File: src/rtl/dxl_pkg.sv
// Shared Dynamixel protocol 2.0 constants, parser state encoding and the
// byte-wise CRC-16 step used by the receive and transmit paths.
package dxl_pkg;

  localparam logic [7:0]  DXL_HDR_FF      = 8'hFF;
  localparam logic [7:0]  DXL_HDR_FD      = 8'hFD;
  localparam logic [7:0]  DXL_HDR_RSV     = 8'h00;
  localparam logic [7:0]  DXL_INST_PING   = 8'h01;
  localparam logic [7:0]  DXL_INST_READ   = 8'h02;
  localparam logic [7:0]  DXL_INST_WRITE  = 8'h03;
  localparam logic [7:0]  DXL_INST_STATUS = 8'h55;
  localparam logic [15:0] CRC_POLY        = 16'h8005;

  typedef enum logic [3:0] {
    ST_IDLE, ST_H2, ST_H3, ST_RSV, ST_ID, ST_LEN_L, ST_LEN_H,
    ST_INST, ST_ERR, ST_PARAM, ST_CRC_L, ST_CRC_H
  } dxl_state_e;

  function automatic logic [15:0] crc16_update(input logic [15:0] crc,
                                               input logic [7:0]  data);
    logic [15:0] c;
    c = crc ^ {data, 8'h00};
    for (int i = 0; i < 8; i++) begin
      c = c[15] ? ((c << 1) ^ CRC_POLY) : (c << 1);
    end
    return c;
  endfunction

endpackage

File: src/rtl/dxl_crc16.sv
// Single-cycle CRC-16 (poly 0x8005, init 0) byte accumulator. When clear and
// en are both high the byte starts a fresh CRC.
module dxl_crc16
  import dxl_pkg::*;
(
  input  logic        clock,
  input  logic        reset,
  input  logic        clear,
  input  logic        en,
  input  logic [7:0]  data,
  output logic [15:0] crc
);

  logic [15:0] crc_q, crc_d, base;

  always_comb begin
    base  = clear ? 16'h0000 : crc_q;
    crc_d = crc_q;
    if (en)         crc_d = crc16_update(base, data);
    else if (clear) crc_d = 16'h0000;
  end

  always_ff @(posedge clock) begin
    if (reset) crc_q <= 16'h0000;
    else       crc_q <= crc_d;
  end

  assign crc = crc_q;

endmodule

File: src/rtl/dxl_status_parser.sv
// Byte-stream parser for Dynamixel 2.0 status packets: header sync, LEN/INST
// validation, param destuffing, CRC check and an inter-byte timeout.
module dxl_status_parser
  import dxl_pkg::*;
#(
  parameter int MAX_PARAMS     = 4,
  parameter int TIMEOUT_CYCLES = 1000,
  parameter int MAX_LEN        = 16
) (
  input  logic        clock,
  input  logic        reset,
  input  logic        rx_valid,
  input  logic [7:0]  rx_data,
  output logic        status_valid,
  output logic [7:0]  status_id,
  output logic [7:0]  status_error,
  output logic [31:0] status_param,
  output logic [2:0]  status_param_count,
  output logic        param_overflow,
  output logic        crc_error,
  output logic        frame_error,
  output logic        busy
);

  localparam int          TW   = $clog2(TIMEOUT_CYCLES + 1);
  localparam logic [2:0]  MAXP = 3'(MAX_PARAMS);

  dxl_state_e  state_q, state_d;
  logic [TW-1:0] idle_cnt_q;
  logic [7:0]  id_q, err_q, len_lo_q, crc_lo_q;
  logic [15:0] rem_q, len_w, crc_val;
  logic [23:0] hist_q;
  logic [31:0] param_q;
  logic [2:0]  pcnt_q;
  logic        ovf_q;
  logic        sv_q, ce_q, fe_q, ovf_out_q;
  logic [7:0]  sid_q, serr_q;
  logic [31:0] sparam_q;
  logic [2:0]  scnt_q;
  logic        timeout, take, len_bad, inst_bad, stuffed, crc_ok;
  logic        crc_clear, crc_en, frame_pulse, accept, crc_fail;

  assign timeout  = (state_q != ST_IDLE) && (idle_cnt_q == TW'(TIMEOUT_CYCLES));
  assign take     = rx_valid && !timeout;
  assign len_w    = {rx_data, len_lo_q};
  assign len_bad  = (len_w < 16'd4) || (len_w > 16'(MAX_LEN));
  assign inst_bad = (rx_data != DXL_INST_STATUS);
  assign stuffed  = (rx_data == DXL_HDR_FD) && (hist_q == 24'hFFFFFD);
  assign crc_ok   = ({rx_data, crc_lo_q} == crc_val);

  dxl_crc16 u_crc (
    .clock (clock),
    .reset (reset),
    .clear (crc_clear),
    .en    (crc_en),
    .data  (rx_data),
    .crc   (crc_val)
  );

  always_ff @(posedge clock) begin
    if (reset) state_q <= ST_IDLE;
    else       state_q <= state_d;
  end

  always_comb begin
    state_d = state_q;
    if (timeout) begin
      state_d = ST_IDLE;
    end else if (rx_valid) begin
      case (state_q)
        ST_IDLE:  if (rx_data == DXL_HDR_FF) state_d = ST_H2;
        ST_H2:    state_d = (rx_data == DXL_HDR_FF) ? ST_H3 : ST_IDLE;
        ST_H3:    if (rx_data == DXL_HDR_FD)      state_d = ST_RSV;
                  else if (rx_data != DXL_HDR_FF) state_d = ST_IDLE;
        ST_RSV:   state_d = (rx_data == DXL_HDR_RSV) ? ST_ID : ST_IDLE;
        ST_ID:    state_d = ST_LEN_L;
        ST_LEN_L: state_d = ST_LEN_H;
        ST_LEN_H: state_d = len_bad ? ST_IDLE : ST_INST;
        ST_INST:  state_d = inst_bad ? ST_IDLE : ST_ERR;
        ST_ERR:   state_d = (rem_q == 16'd0) ? ST_CRC_L : ST_PARAM;
        ST_PARAM: state_d = (rem_q == 16'd1) ? ST_CRC_L : ST_PARAM;
        ST_CRC_L: state_d = ST_CRC_H;
        ST_CRC_H: state_d = ST_IDLE;
        default:  state_d = ST_IDLE;
      endcase
    end
  end

  // Extra FFs while waiting for FD leave the CRC at its FF FF value.
  always_comb begin
    busy        = (state_q != ST_IDLE);
    crc_clear   = (state_q == ST_IDLE);
    crc_en      = take && (state_q != ST_CRC_L) && (state_q != ST_CRC_H) &&
                  !((state_q == ST_H3) && (rx_data == DXL_HDR_FF));
    frame_pulse = timeout ||
                  (take && (((state_q == ST_LEN_H) && len_bad) ||
                            ((state_q == ST_INST) && inst_bad)));
    accept      = take && (state_q == ST_CRC_H) && crc_ok;
    crc_fail    = take && (state_q == ST_CRC_H) && !crc_ok;
  end

  always_ff @(posedge clock) begin
    if (reset) begin
      idle_cnt_q <= '0;
      id_q <= '0; err_q <= '0; len_lo_q <= '0; crc_lo_q <= '0;
      rem_q <= '0; hist_q <= '0; param_q <= '0; pcnt_q <= '0; ovf_q <= 1'b0;
      sv_q <= 1'b0; ce_q <= 1'b0; fe_q <= 1'b0;
      sid_q <= '0; serr_q <= '0; sparam_q <= '0; scnt_q <= '0; ovf_out_q <= 1'b0;
    end else begin
      sv_q <= accept;
      ce_q <= crc_fail;
      fe_q <= frame_pulse;
      if ((state_q == ST_IDLE) || rx_valid) idle_cnt_q <= '0;
      else if (!timeout)                    idle_cnt_q <= idle_cnt_q + TW'(1);
      if (take) begin
        case (state_q)
          ST_ID:    id_q     <= rx_data;
          ST_LEN_L: len_lo_q <= rx_data;
          ST_LEN_H: rem_q    <= len_w - 16'd4;
          ST_ERR: begin
            err_q   <= rx_data;
            param_q <= '0;
            pcnt_q  <= '0;
            ovf_q   <= 1'b0;
            hist_q  <= '0;
          end
          ST_PARAM: begin
            rem_q  <= rem_q - 16'd1;
            hist_q <= {hist_q[15:0], rx_data};
            if (!stuffed) begin
              if (pcnt_q < MAXP) begin
                param_q[{pcnt_q[1:0], 3'b000} +: 8] <= rx_data;
                pcnt_q <= pcnt_q + 3'd1;
              end else begin
                ovf_q <= 1'b1;
              end
            end
          end
          ST_CRC_L: crc_lo_q <= rx_data;
          default: ;
        endcase
      end
      if (accept) begin
        sid_q     <= id_q;
        serr_q    <= err_q;
        sparam_q  <= param_q;
        scnt_q    <= pcnt_q;
        ovf_out_q <= ovf_q;
      end
    end
  end

  assign status_valid       = sv_q;
  assign crc_error          = ce_q;
  assign frame_error        = fe_q;
  assign status_id          = sid_q;
  assign status_error       = serr_q;
  assign status_param       = sparam_q;
  assign status_param_count = scnt_q;
  assign param_overflow     = ovf_out_q;

endmodule

File: config.mk
export PLATFORM = sky130hd
export DESIGN_NAME = dxl_status_parser
export DESIGN_NICKNAME = d
export VERILOG_FILES = /design/src/rtl/dxl_pkg.sv /design/src/rtl/dxl_crc16.sv /design/src/rtl/dxl_status_parser.sv
export SDC_FILE = /design/constraint.sdc
export NUM_CORES = 1
export LEC_CHECK = 0
export ABC_AREA = 0
export BUFFER_PORTS_ARGS = -buffer_cell sky130_fd_sc_hd__clkbuf_2
export CAP_MARGIN = 25
export CORE_MARGIN = 3
export CORE_UTILIZATION = 30
export DETAILED_ROUTE_END_ITERATION = 7
export PLACE_DENSITY = 0.42
export SYNTH_ARGS = -nofsm -noshare
export SYNTH_HDL_FRONTEND = slang
export SYNTH_HIERARCHICAL = 1
export SYNTH_SLANG_ARGS = --single-unit
File: constraint.sdc
create_clock -name clock -period 5.68 [get_ports clock]
set_input_delay 0.568 -clock clock [delete_from_list [all_inputs] [get_ports clock]]
set_output_delay 0.568 -clock clock [all_outputs]
set_load 0.03 [all_outputs]
==> results.md, run 1 <==
- Max Clk Rate: 302.8 MHz
- Crit share post-route: 58.14%
- Post-synth cell types: 68
- Placement Rows: 64
- Largest net degree at the start of global routing: 76
- Slowest cell on crit path: dfxtp_1
- Post CTS Setup Buffer Count: 0
- CTS H-tree lvls: 4
- CP max FO: 26
- Hold/Removal Path Class: reg2reg
- Main synth FF type: dfxtp_1
- Clk root buf: clkbuf_16
- Initial antenna violation count: 0
- Mapped Area: 9493 um2
- Hold Vio Cnt, Final: 0
- DR vias/cell: 4.896
- HPWL after DPL: 16,970 um
- Asr flop ratio synth: 0%
- CTS clk-pin slew, worst paths: 70 ps
- Area growth, synth to finish: 13.10%
- Setup TNS: 0 ps
- Critical Path AT: 3670 ps
- CP Launch Type: register
- Minimum clock period: 3302 ps
- Antenna Nets Post-Route: 0
- Synth Net Count: 1,102
- Io pins: 67
- Starting Density: 30.71%
- Gp weighted congestion: 0.8034
- Share of layout cells above drive strength 1: 12.08%
- Clock buffer depth: 2
- Total Routing Usage GR: 15.52%
- Cts bufs inserted: 17
- Slew HR: 36.23%
- Req. time, crit path: 6050 ps
- First-pass GRT wire length: 41,610 um
- Fin util: 34.74%
- Number of gates resized after cts: 0
- CP max stage delay: 800 ps
- Post-layout nets: 1,129
- Max-cap violations: 0
- TritonCTS clock tree: built
- Remaining global-route overflow: 0
- Worst-margin pin slew: 949.2 ps
- Seq/Total Area, Yosys: 40.70%
- Die W: 183.9 um
- Vias: 7,412
- Final setup vio count: 0
- Vias in the first global route: 7,248
- Final Non-Filler Cells: 1,514
- WP buf/inv: 2
- FF+latch count, synth: 193
- Static Leak: 4.392 nW
- Final wirelength: 25,750 um
- Placed Cells: 1,482
- Worst vdd ir: 0.1863 mV
- First drt pass iteration count: 4
- Synth Instances: 1,079
- Core footprint: 30,910 um2
- Hold_buf cts: 0
- Final slew viol count: 0
- Most Frequent Cell on Critical Path: buf_4
- DR DRC count: 0
- PortBufs: 66
- Total die area: 33,810 um2
- Clk_lat worst skew: 440 ps
- CP delay by family, top: simple AND/OR/NAND/NOR gates
- Initial DRC count: 418
- Routed len/inst: 17.00 um
- Power Density: 250.0 nW/um2
- EDFF count, synth: 0
- Die height: 183.9 um
- Yosys warning total: 6
- RSZ-0062 raised after global routing: no
- CP Capture Type: register
- Critical path type: reg2reg
- Final Skew: 12.59 ps
- Ant diodes: 0
- CP Cell Sequence: nor4_4, buf_4, or4_4, nand3_2, or3_2, buf_4, mux2i_1
- Clk sinks: 193
- Syn_area_per_cell: 8.798 um2
- Status: complete, no violations
[where the power goes]
| group | total (W) | switching [W] | internal, W |
|---|---|---|---|
| registers | 0.00137 | 0.00000913 | 0.00136 |
| clock network | 0.00117 | 0.000574 | 0.000596 |
| logic | 0.000147 | 0.0000883 | 0.0000588 |
| total | 0.00268 | 0.000672 | 0.00201 |
[layout make-up]
cell class	count	area [um2]
multi-input combinational	792	5286
clock buffer	20	456.7
fill	3260	20170
timing repair buffer	79	447.9
sequential	193	3864
clock inverter	11	100.1
inverter	23	86.33
tap	396	495.5
[cell families (layout without fill, tap and decap cells)]
| family | after synthesis | count (layout) | share of synthesized area [%] |
|---|---|---|---|
| simple gates | 454 | 454 | 25.45 |
| mux | 123 | 123 | 13.07 |
| buf+inv | 94 | 133 | 3.941 |
| flops | 193 | 193 | 40.70 |
| compound gates | 146 | 146 | 9.529 |
| fa+ha+maj | 12 | 12 | 1.582 |
| xor+xnor | 57 | 57 | 5.720 |
[flip-flops by register name, indices dropped and copies added, names as in the netlist, 10 cells and up]
signal and count:
param_q 32, rem_q 16, idle_cnt_q 10, hist_q 24, u_crc/crc 16, status_param 32
[cell usage in the layout, fill, tap and decap left out, drive strengths merged, types with 3 or more instances in the layout]
| master | count |
|---|---|
| nand2 | 110 |
| mux2i | 121 |
| o22ai | 4 |
| or3 | 7 |
| a211o | 3 |
| clkinv | 6 |
| nand3 | 22 |
| a31oi | 12 |
| and3 | 9 |
| o32ai | 4 |
| inv | 27 |
| ha | 12 |
| nor2 | 85 |
| nor2b | 18 |
| nand4 | 21 |
| o2bb2ai | 4 |
| and2 | 7 |
| nand3b | 4 |
| a22oi | 3 |
| clkbuf | 86 |
| nand2b | 111 |
| nand4b | 5 |
| or2 | 3 |
| o21ai | 27 |
| buf | 13 |
| o211ai | 8 |
| a21oi | 57 |
| nor3 | 21 |
| xnor2 | 31 |
| dfxtp | 193 |
| nor4b | 6 |
| xor2 | 23 |
| nor4 | 15 |
| a32oi | 5 |
[worst min-delay path, stage by stage, from the launching register on]
cell	delay, ps
dfxtp_1	310
nand2_1	50
a21oi_1	50
[per-stage QoR]
step	worst slack [ps]	cell area, um2	hold WS, ps	power [W]
final	2378	10740	454.3	0.002684
after global routing	2160	10740	475.2	0.002795
after CTS	2342	10730	456.8	0.002732
after detailed placement	2360	10170	446.7	0.001547
after global placement	2408	10150	446.9	0.001547
after floorplan	3255	9493	436.2	0.001502
[synthesized netlist by cell type, types with 20 or more instances]
cell type / count / area share, %
nand2_1: 110 / 4.3
nor3_1: 21 / 1.1
mux2i_1: 121 / 13
inv_1: 22 / 0.87
nand3_1: 20 / 1.1
o21ai_0: 27 / 1.4
xnor2_1: 31 / 2.9
dfxtp_1: 193 / 41
a21oi_1: 57 / 3.0
nor2_1: 83 / 3.3
xor2_1: 23 / 2.1
nand2b_1: 111 / 7.3
clkbuf_1: 53 / 2.1
[final timing paths]
path | slack (ps) | start | end | cells past startpoint
max | 2380 | state_q[0] | status_param[3] | 7
min | 450 | hist_q[22] | hist_q[22] | 2
max reg2reg | 2380 | state_q[0] | status_param[3] | 7
min reg2reg | 450 | hist_q[22] | hist_q[22] | 2
[layer usage]
metal	share of wire [%]	GRT usage, %
met1	51	22.64
met2	44	23.62
met3	3.2	2.691
met4	1.1	4.173
met5	0	0
No activity file was read; power rests on OpenSTA's default activity.
==> run 2, diff against run 1 <==
- ABC_AREA: 0 -> 1
- clock period: 5.68 -> 3.3 ns (I/O delays scaled with it)
==> results.md, run 2 <==
- Area of the multi-input gates: 5029 um2 (-4.9%)
- Share of power burned in registers: 46.4% (-4.5 points)
- Count leader, synth: nand2_1
- Final slew viol count: 0 (unchanged)
- Asr flop ratio synth: 0% (unchanged)
- Clock Power Share: 42.7% (-0.9 points)
- Hold_buf cts: 0 (unchanged)
- Routed len/inst: 14.18 um (-17%)
- CP Capture Type: register
- Vias in the first global route: 8,410 (+16%)
- Setup TNS: 0 ps (unchanged)
- Total die area: 35,140 um2 (+3.9%)
- CP Launch Type: register
- Post-synth cell types: 40 (-41%)
- First drt pass iteration count: 6 (+2)
- Yosys warning total: 6 (unchanged)
- Clk sinks: 193 (unchanged)
- Seq/Total Area, Yosys: 39.12% (-1.6 points)
- Syn_area_per_cell: 6.633 um2 (-25%)
- Share of Yosys cell area claimed by the top area cell type: 39.12% (-1.6 points)
- Share of layout cells above drive strength 1: 11.00% (-1.1 points)
- Vias: 8,934 (+21%)
- Combinational power share: 10.9% (+5.4 points)
- Slowest cell on crit path: dfxtp_1
- Commonest non-fill, non-tap cell in the layout: nand2_1
- Psw: 0.001432 W (+110%)
- Worst-margin pin slew: 852.5 ps (-96.68 ps)
- DR DRC count: 0 (unchanged)
- Post-layout nets: 1,547 (+37%)
- CP Cell Sequence: nor2_2, nand2_2, inv_1, inv_4, nand3_1, nand2_4, nand2_4, nand2_4, nand2_4, nand3_2, nand3_2, nand3_1, nand3_2, nand3_1, nand2_1, nand2_1, nand3_1, nand2_1, inv_1
- Die W: 187.4 um (+1.9%)
- Largest net degree at the start of global routing: 53 (-30%)
- Synth Instances: 1,489 (+38%)
- Critical Path AT: 2930 ps (-740 ps)
- Worst vdd ir: 0.3400 mV (+82%)
- RSZ-0062 raised after global routing: no
- Largest cells by area after synthesis: dfxtp_1 (39%), nand2_1 (12%), nor2_1 (11%), nand3_1 (7.7%), inv_1 (6.0%)
- Final setup vio count: 0 (unchanged)
- Io pins: 67 (unchanged)
- Placement Rows: 65 (+1.6%)
- Hold Vio Cnt, Final: 0 (unchanged)
- PortBufs: 66 (unchanged)
- # fillers: 3,549 (+8.9%)
- Clk root buf: clkbuf_16
- Final Skew: 14.00 ps (+1.409 ps)
- Hold/Removal Path Class: in2reg
- DR vias/cell: 4.530 (-7.5%)
- Switching Fraction: 27.51% (+2.5 points)
- Int Pwr: 0.003774 W (+88%)
- Remaining global-route overflow: 0 (unchanged)
- Mapped Area: 9877 um2 (+4.0%)
- Gp weighted congestion: 0.8153 (+1.5%)
- Static Leak: 4.959 nW (+13%)
- Seq. cell area: 3864 um2 (unchanged)
- Synth cell count leaders: nand2_1 (321), nor2_1 (282), dfxtp_1 (193)
- Minimum clock period: 2589 ps (-713.5 ps)
- First-pass GRT wire length: 45,370 um (+9.0%)
- Fin util: 34.97% (+0.23 points)
- Synth Net Count: 1,512 (+37%)
- Total Routing Usage GR: 16.00% (+0.48 points)
- Antenna Nets Post-Route: 0 (unchanged)
- Clock buffer depth: 2 (unchanged)
- Ant diodes: 0 (unchanged)
- Number of gates resized after cts: 0 (unchanged)
- FF+latch count, synth: 193 (unchanged)
- Clk_lat worst skew: 450 ps (about the same)
- Starting Density: 30.90% (+0.19 points)
- Max Clk Rate: 386.3 MHz (+28%)
- Cts bufs inserted: 17 (unchanged)
- Crit share post-route: 78.45% (+20 points)
- CTS H-tree lvls: 4 (unchanged)
- Max-cap violations: 0 (unchanged)
- CTS clk-pin slew, worst paths: 70 ps (about the same)
- CP max stage delay: 470 ps (-330 ps)
- Most frequent cells in the layout: nand2_1 (321), nor2_1 (281), dfxtp_1 (193)
- CP delay by family, top: simple AND/OR/NAND/NOR gates
- TritonCTS clock tree: built
- Status: complete, no violations
- Yosys top cell by area: dfxtp_1
- Slew HR: 42.73% (+6.5 points)
- Critical path type: reg2reg
- Post CTS Setup Buffer Count: 0 (unchanged)
- Main synth FF type: dfxtp_1
- Power Density: 465.8 nW/um2 (+86%)
- Initial DRC count: 533 (+28%)
- Core footprint: 31,960 um2 (+3.4%)
- WP buf/inv: 3 (+1)
- Req. time, crit path: 3640 ps (-2410 ps)
- Final wirelength: 27,960 um (+8.6%)
- Die height: 187.4 um (+1.9%)
- Area growth, synth to finish: 13.15% (about the same)
- CP max FO: 19 (-27%)
- EDFF count, synth: 0 (unchanged)
- HPWL after DPL: 19,520 um (+15%)
- Initial antenna violation count: 0 (unchanged)
-- run 2: cells by family (layout without fill, tap and decap cells) --
| kind of cell | after synthesis | after routing | synth area share (%) |
|---|---|---|---|
| AO/OA/AOI/OAI | 187 | 187 | 9.666 |
| XOR/XNOR | 27 | 27 | 2.584 |
| adder cells (fa/ha/maj) | 12 | 12 | 1.520 |
| buffers and inverters | 235 | 283 | 10.05 |
| flip-flops | 193 | 193 | 39.12 |
| AND/OR/NAND/NOR | 835 | 835 | 37.07 |
-- run 2: path summary, 6_finish.rpt --
kind                   start       endpoint  slack (ps)  cells past startpoint
setup reg to reg  state_q[0]  u_crc/crc[15]         710                     19
hold reg to reg      id_q[3]        id_q[3]         460                      2
setup / recovery  state_q[0]  u_crc/crc[15]         710                     19
hold / removal      rx_valid    frame_error         200                      3
-- run 2: worst reg2reg max path, delay by kind of cell, from the launching register on --
family        cells  cell delay [ps]
buf+inv           3              350
flops             1              470
simple gates     16             1680
-- run 2: per-stage QoR --
stage	std cells	area [um2]	setup slack, ps	hold slack, ps	total power, W
floorplan	1489	9877	1021	430.0	0.002887
global placement	1940	10560	595.9	442.6	0.003039
detailed placement	1940	10560	693.9	446.5	0.003039
CTS	1972	11180	695.5	191.5	0.005295
global route	1972	11180	396.6	222.5	0.005475
finish	1972	11180	711.1	204.7	0.005206
-- run 2: final cells by class --
cell class,instances,share of cell area [%]
Multi-Input combinational cell,1061,45.00
Tap cell,435,4.870
Clock inverter,13,1.567
Timing Repair Buffer,84,4.389
Sequential cell,193,34.57
Clock buffer,19,3.963
Inverter,167,5.643
-- run 2: metal layers --
layer	GRT usage, %	vias to the layer above	part of all wire (%)	routed length, um
met5	0	-	0	0
li1	-	4766	-	-
met3	2.624	19	3.0	849
met1	22.79	4020	51	14370
met4	3.896	0	1.0	293
met2	25.30	129	44	12440
-- run 2: power groups by stage --
stage / Clock, W / Sequential [W] / Combinational (W)
floorplan: 0 / 0.00246 / 0.000428
CTS: 0.00231 / 0.00241 / 0.000574
finish: 0.00222 / 0.00241 / 0.000568
detailed placement: 0 / 0.00247 / 0.000571
global placement: 0 / 0.00247 / 0.000570
global route: 0.00241 / 0.00242 / 0.000646
==> run 3, diff against run 2 <==
- clock period: 3.3 -> 2.6 ns (I/O delays scaled with it)
==> results.md, run 3 (synthesized netlist as in run 2, its figures left out) <==
- Worst-margin pin slew: 755.3 ps (-97.18 ps)
- RSZ-0062 raised after global routing: no
- Static Leak: 5.041 nW (+1.6%)
- M1 WL: 13,760 um (-4.2%)
- Routed len/inst: 13.94 um (-1.7%)
- CP max FO: 19 (unchanged)
- Io pins: 67 (unchanged)
- Antenna Nets Post-Route: 0 (unchanged)
- CP Capture Type: register
- Final Skew: 13.24 ps (-0.7569 ps)
- Psw: 0.001890 W (+32%)
- Initial DRC count: 437 (-18%)
- CP Launch Type: register
- Setup TNS: 0 ps (unchanged)
- CTS H-tree lvls: 4 (unchanged)
- Die W: 187.4 um (unchanged)
- Clk root buf: clkbuf_16
- Post-layout nets: 1,559 (+0.78%)
- Final setup vio count: 0 (unchanged)
- Slew HR: 49.59% (+6.9 points)
- Critical path type: reg2reg
- Largest net degree at the start of global routing: 53 (unchanged)
- CP delay by family, top: simple AND/OR/NAND/NOR gates
- Share of power burned in registers: 46.3% (about the same)
- First drt pass iteration count: 5 (-1)
- Cts bufs inserted: 17 (unchanged)
- Total power: 0.006608 W (+27%)
- WP buf/inv: 3 (unchanged)
- HPWL after DPL: 19,260 um (-1.3%)
- Max Clk Rate: 429.5 MHz (+11%)
- Final Non-Filler Cells: 1,984 (+0.61%)
- Vias: 9,024 (+1.0%)
- CTS clk-pin slew, worst paths: 80 ps (about the same)
- Starting Density: 30.90% (unchanged)
- Most frequent cells in the layout: nand2_1 (321), nor2_1 (280), dfxtp_1 (192)
- Design area: 11,310 um2 (+1.2%)
- Combinational power share: 11.3% (+0.4 points)
- Worst slack, placed: 180.1 ps (-513.7 ps)
- Total die area: 35,140 um2 (unchanged)
- Met3 wire len: 995 um (+17%)
- Die height: 187.4 um (unchanged)
- Clock buffer depth: 2 (unchanged)
- TritonCTS clock tree: built
- Clk sinks: 193 (unchanged)
- DR vias/cell: 4.548 (+0.40%)
- Minimum clock period: 2328 ps (-260.5 ps)
- Max Used Layer: met4
- Total Routing Usage GR: 15.92% (-0.084 points)
- Remaining global-route overflow: 0 (unchanged)
- Req. time, crit path: 2950 ps (-690 ps)
- Clock Power Share: 42.4% (-0.3 points)
- CP max stage delay: 430 ps (-40 ps)
- Switching Fraction: 28.60% (+1.1 points)
- Crit share post-route: 89.55% (+11 points)
- Critical path depth in cells: 19 (unchanged)
- Ant diodes: 0 (unchanged)
- Placement Rows: 65 (unchanged)
- Min setup slack post-route: 271.6 ps (-439.5 ps)
- Worst vdd ir: 0.4834 mV (+42%)
- Post-DP Area: 10,670 um2 (+1.1%)
- First-pass GRT wire length: 44,970 um (-0.90%)
- Commonest non-fill, non-tap cell in the layout: nand2_1
- Hold Vio Cnt, Final: 0 (unchanged)
- Status: complete, no violations
- Worst Hold Path Cells: 3 (unchanged)
- Placed Cells: 1,952 (+0.62%)
- Int Pwr: 0.004718 W (+25%)
- Core footprint: 31,960 um2 (unchanged)
- Initial antenna violation count: 0 (unchanged)
- Clk_lat worst skew: 460 ps (about the same)
- Met2 wire len: 12,490 um (+0.43%)
- Share of layout cells above drive strength 1: 12.01% (+1.0 points)
- Final wirelength: 27,660 um (-1.1%)
- Area growth, synth to finish: 14.48%
- # fillers: 3,541 (-0.23%)
- Slowest cell on crit path: dfxtp_1
- Power Density: 584.4 nW/um2 (+25%)
- Worst R2R Path Depth: 19 (unchanged)
- Hold/Removal Path Class: in2reg
- CP Cell Sequence: nor2_2, nand2_2, inv_2, inv_6, nand3_1, nand2_4, nand2_4, nand2_4, nand2_1, nand3_2, nand3_2, nand3_1, nand3_2, nand3_1, nand2_1, nand2_1, nand3_1, nand2_1, inv_1
- PortBufs: 66 (unchanged)
- DR DRC count: 0 (unchanged)
- Final slew viol count: 0 (unchanged)
- Max-cap violations: 0 (unchanged)
- Gp weighted congestion: 0.8215 (+0.76%)
- Critical Path AT: 2680 ps (-250 ps)
- Vias in the first global route: 8,610 (+2.4%)
-- run 3: worst reg2reg max path, stage by stage (launching register included) --
cell	delay, ps
dfxtp_1	430
nor2_2	80
nand2_2	70
inv_2	60
inv_6	150
nand3_1	150
nand2_4	130
nand2_4	60
nand2_4	90
nand2_1	70
nand3_2	100
nand3_2	130
nand3_1	190
nand3_2	110
nand3_1	110
nand2_1	80
nand2_1	60
nand3_1	60
nand2_1	60
inv_1	30
-- run 3: area by class of cell --
class / instances / area [um2] / share of cell area (%)
multi-input combinational: 1061 / 5039 / 44.56
sequential: 193 / 3865 / 34.18
inverter: 167 / 633.1 / 5.599
timing repair buffer: 96 / 605.6 / 5.356
tap: 435 / 544.3 / 4.814
clock buffer: 17 / 425.4 / 3.762
clock inverter: 15 / 195.2 / 1.726
-- run 3: metal layers --
layer  vias to the layer above  global-route usage, %
met5                         -                      0
met4                         0                  4.675
li1                       4806                      -
met2                       123                  25.62
met1                      4070                  21.66
met3                        25                  3.130
-- run 3: through the flow --
| step | utilization [%] | hold WS (ps) |
|---|---|---|
| floorplan | - | 402.8 |
| global placement | 33.39 | 439.6 |
| detailed placement | 33.39 | 442.5 |
| CTS | 35.33 | 142.9 |
| global route | 35.38 | 184.3 |
| finish | 35.38 | 163.2 |
-- run 3: power groups by stage --
| stage | sequential (W) | combinational [W] | clock [W] |
|---|---|---|---|
| after floorplan | 0.00312 | 0.000543 | 0 |
| after global placement | 0.00313 | 0.000754 | 0 |
| after detailed placement | 0.00313 | 0.000750 | 0 |
| after CTS | 0.00306 | 0.000754 | 0.00291 |
| after global routing | 0.00307 | 0.000849 | 0.00304 |
| final | 0.00306 | 0.000747 | 0.00280 |
-- run 3: path summary, 6_finish.rpt --
kind	startpoint	to	slack, ps
min	rx_valid	frame_error	160
min reg2reg	id_q[5]	id_q[5]	450
max	state_q[3]	u_crc/crc[15]	270
max reg2reg	state_q[3]	u_crc/crc[15]	270
-- run 3: timing repair --
item                                    in CTS  in global routing
gates resized for setup                      0                  5
buffers inserted                             0                  0
endpoints found under the setup margin       0                  4
hold buffers                                 0                  0
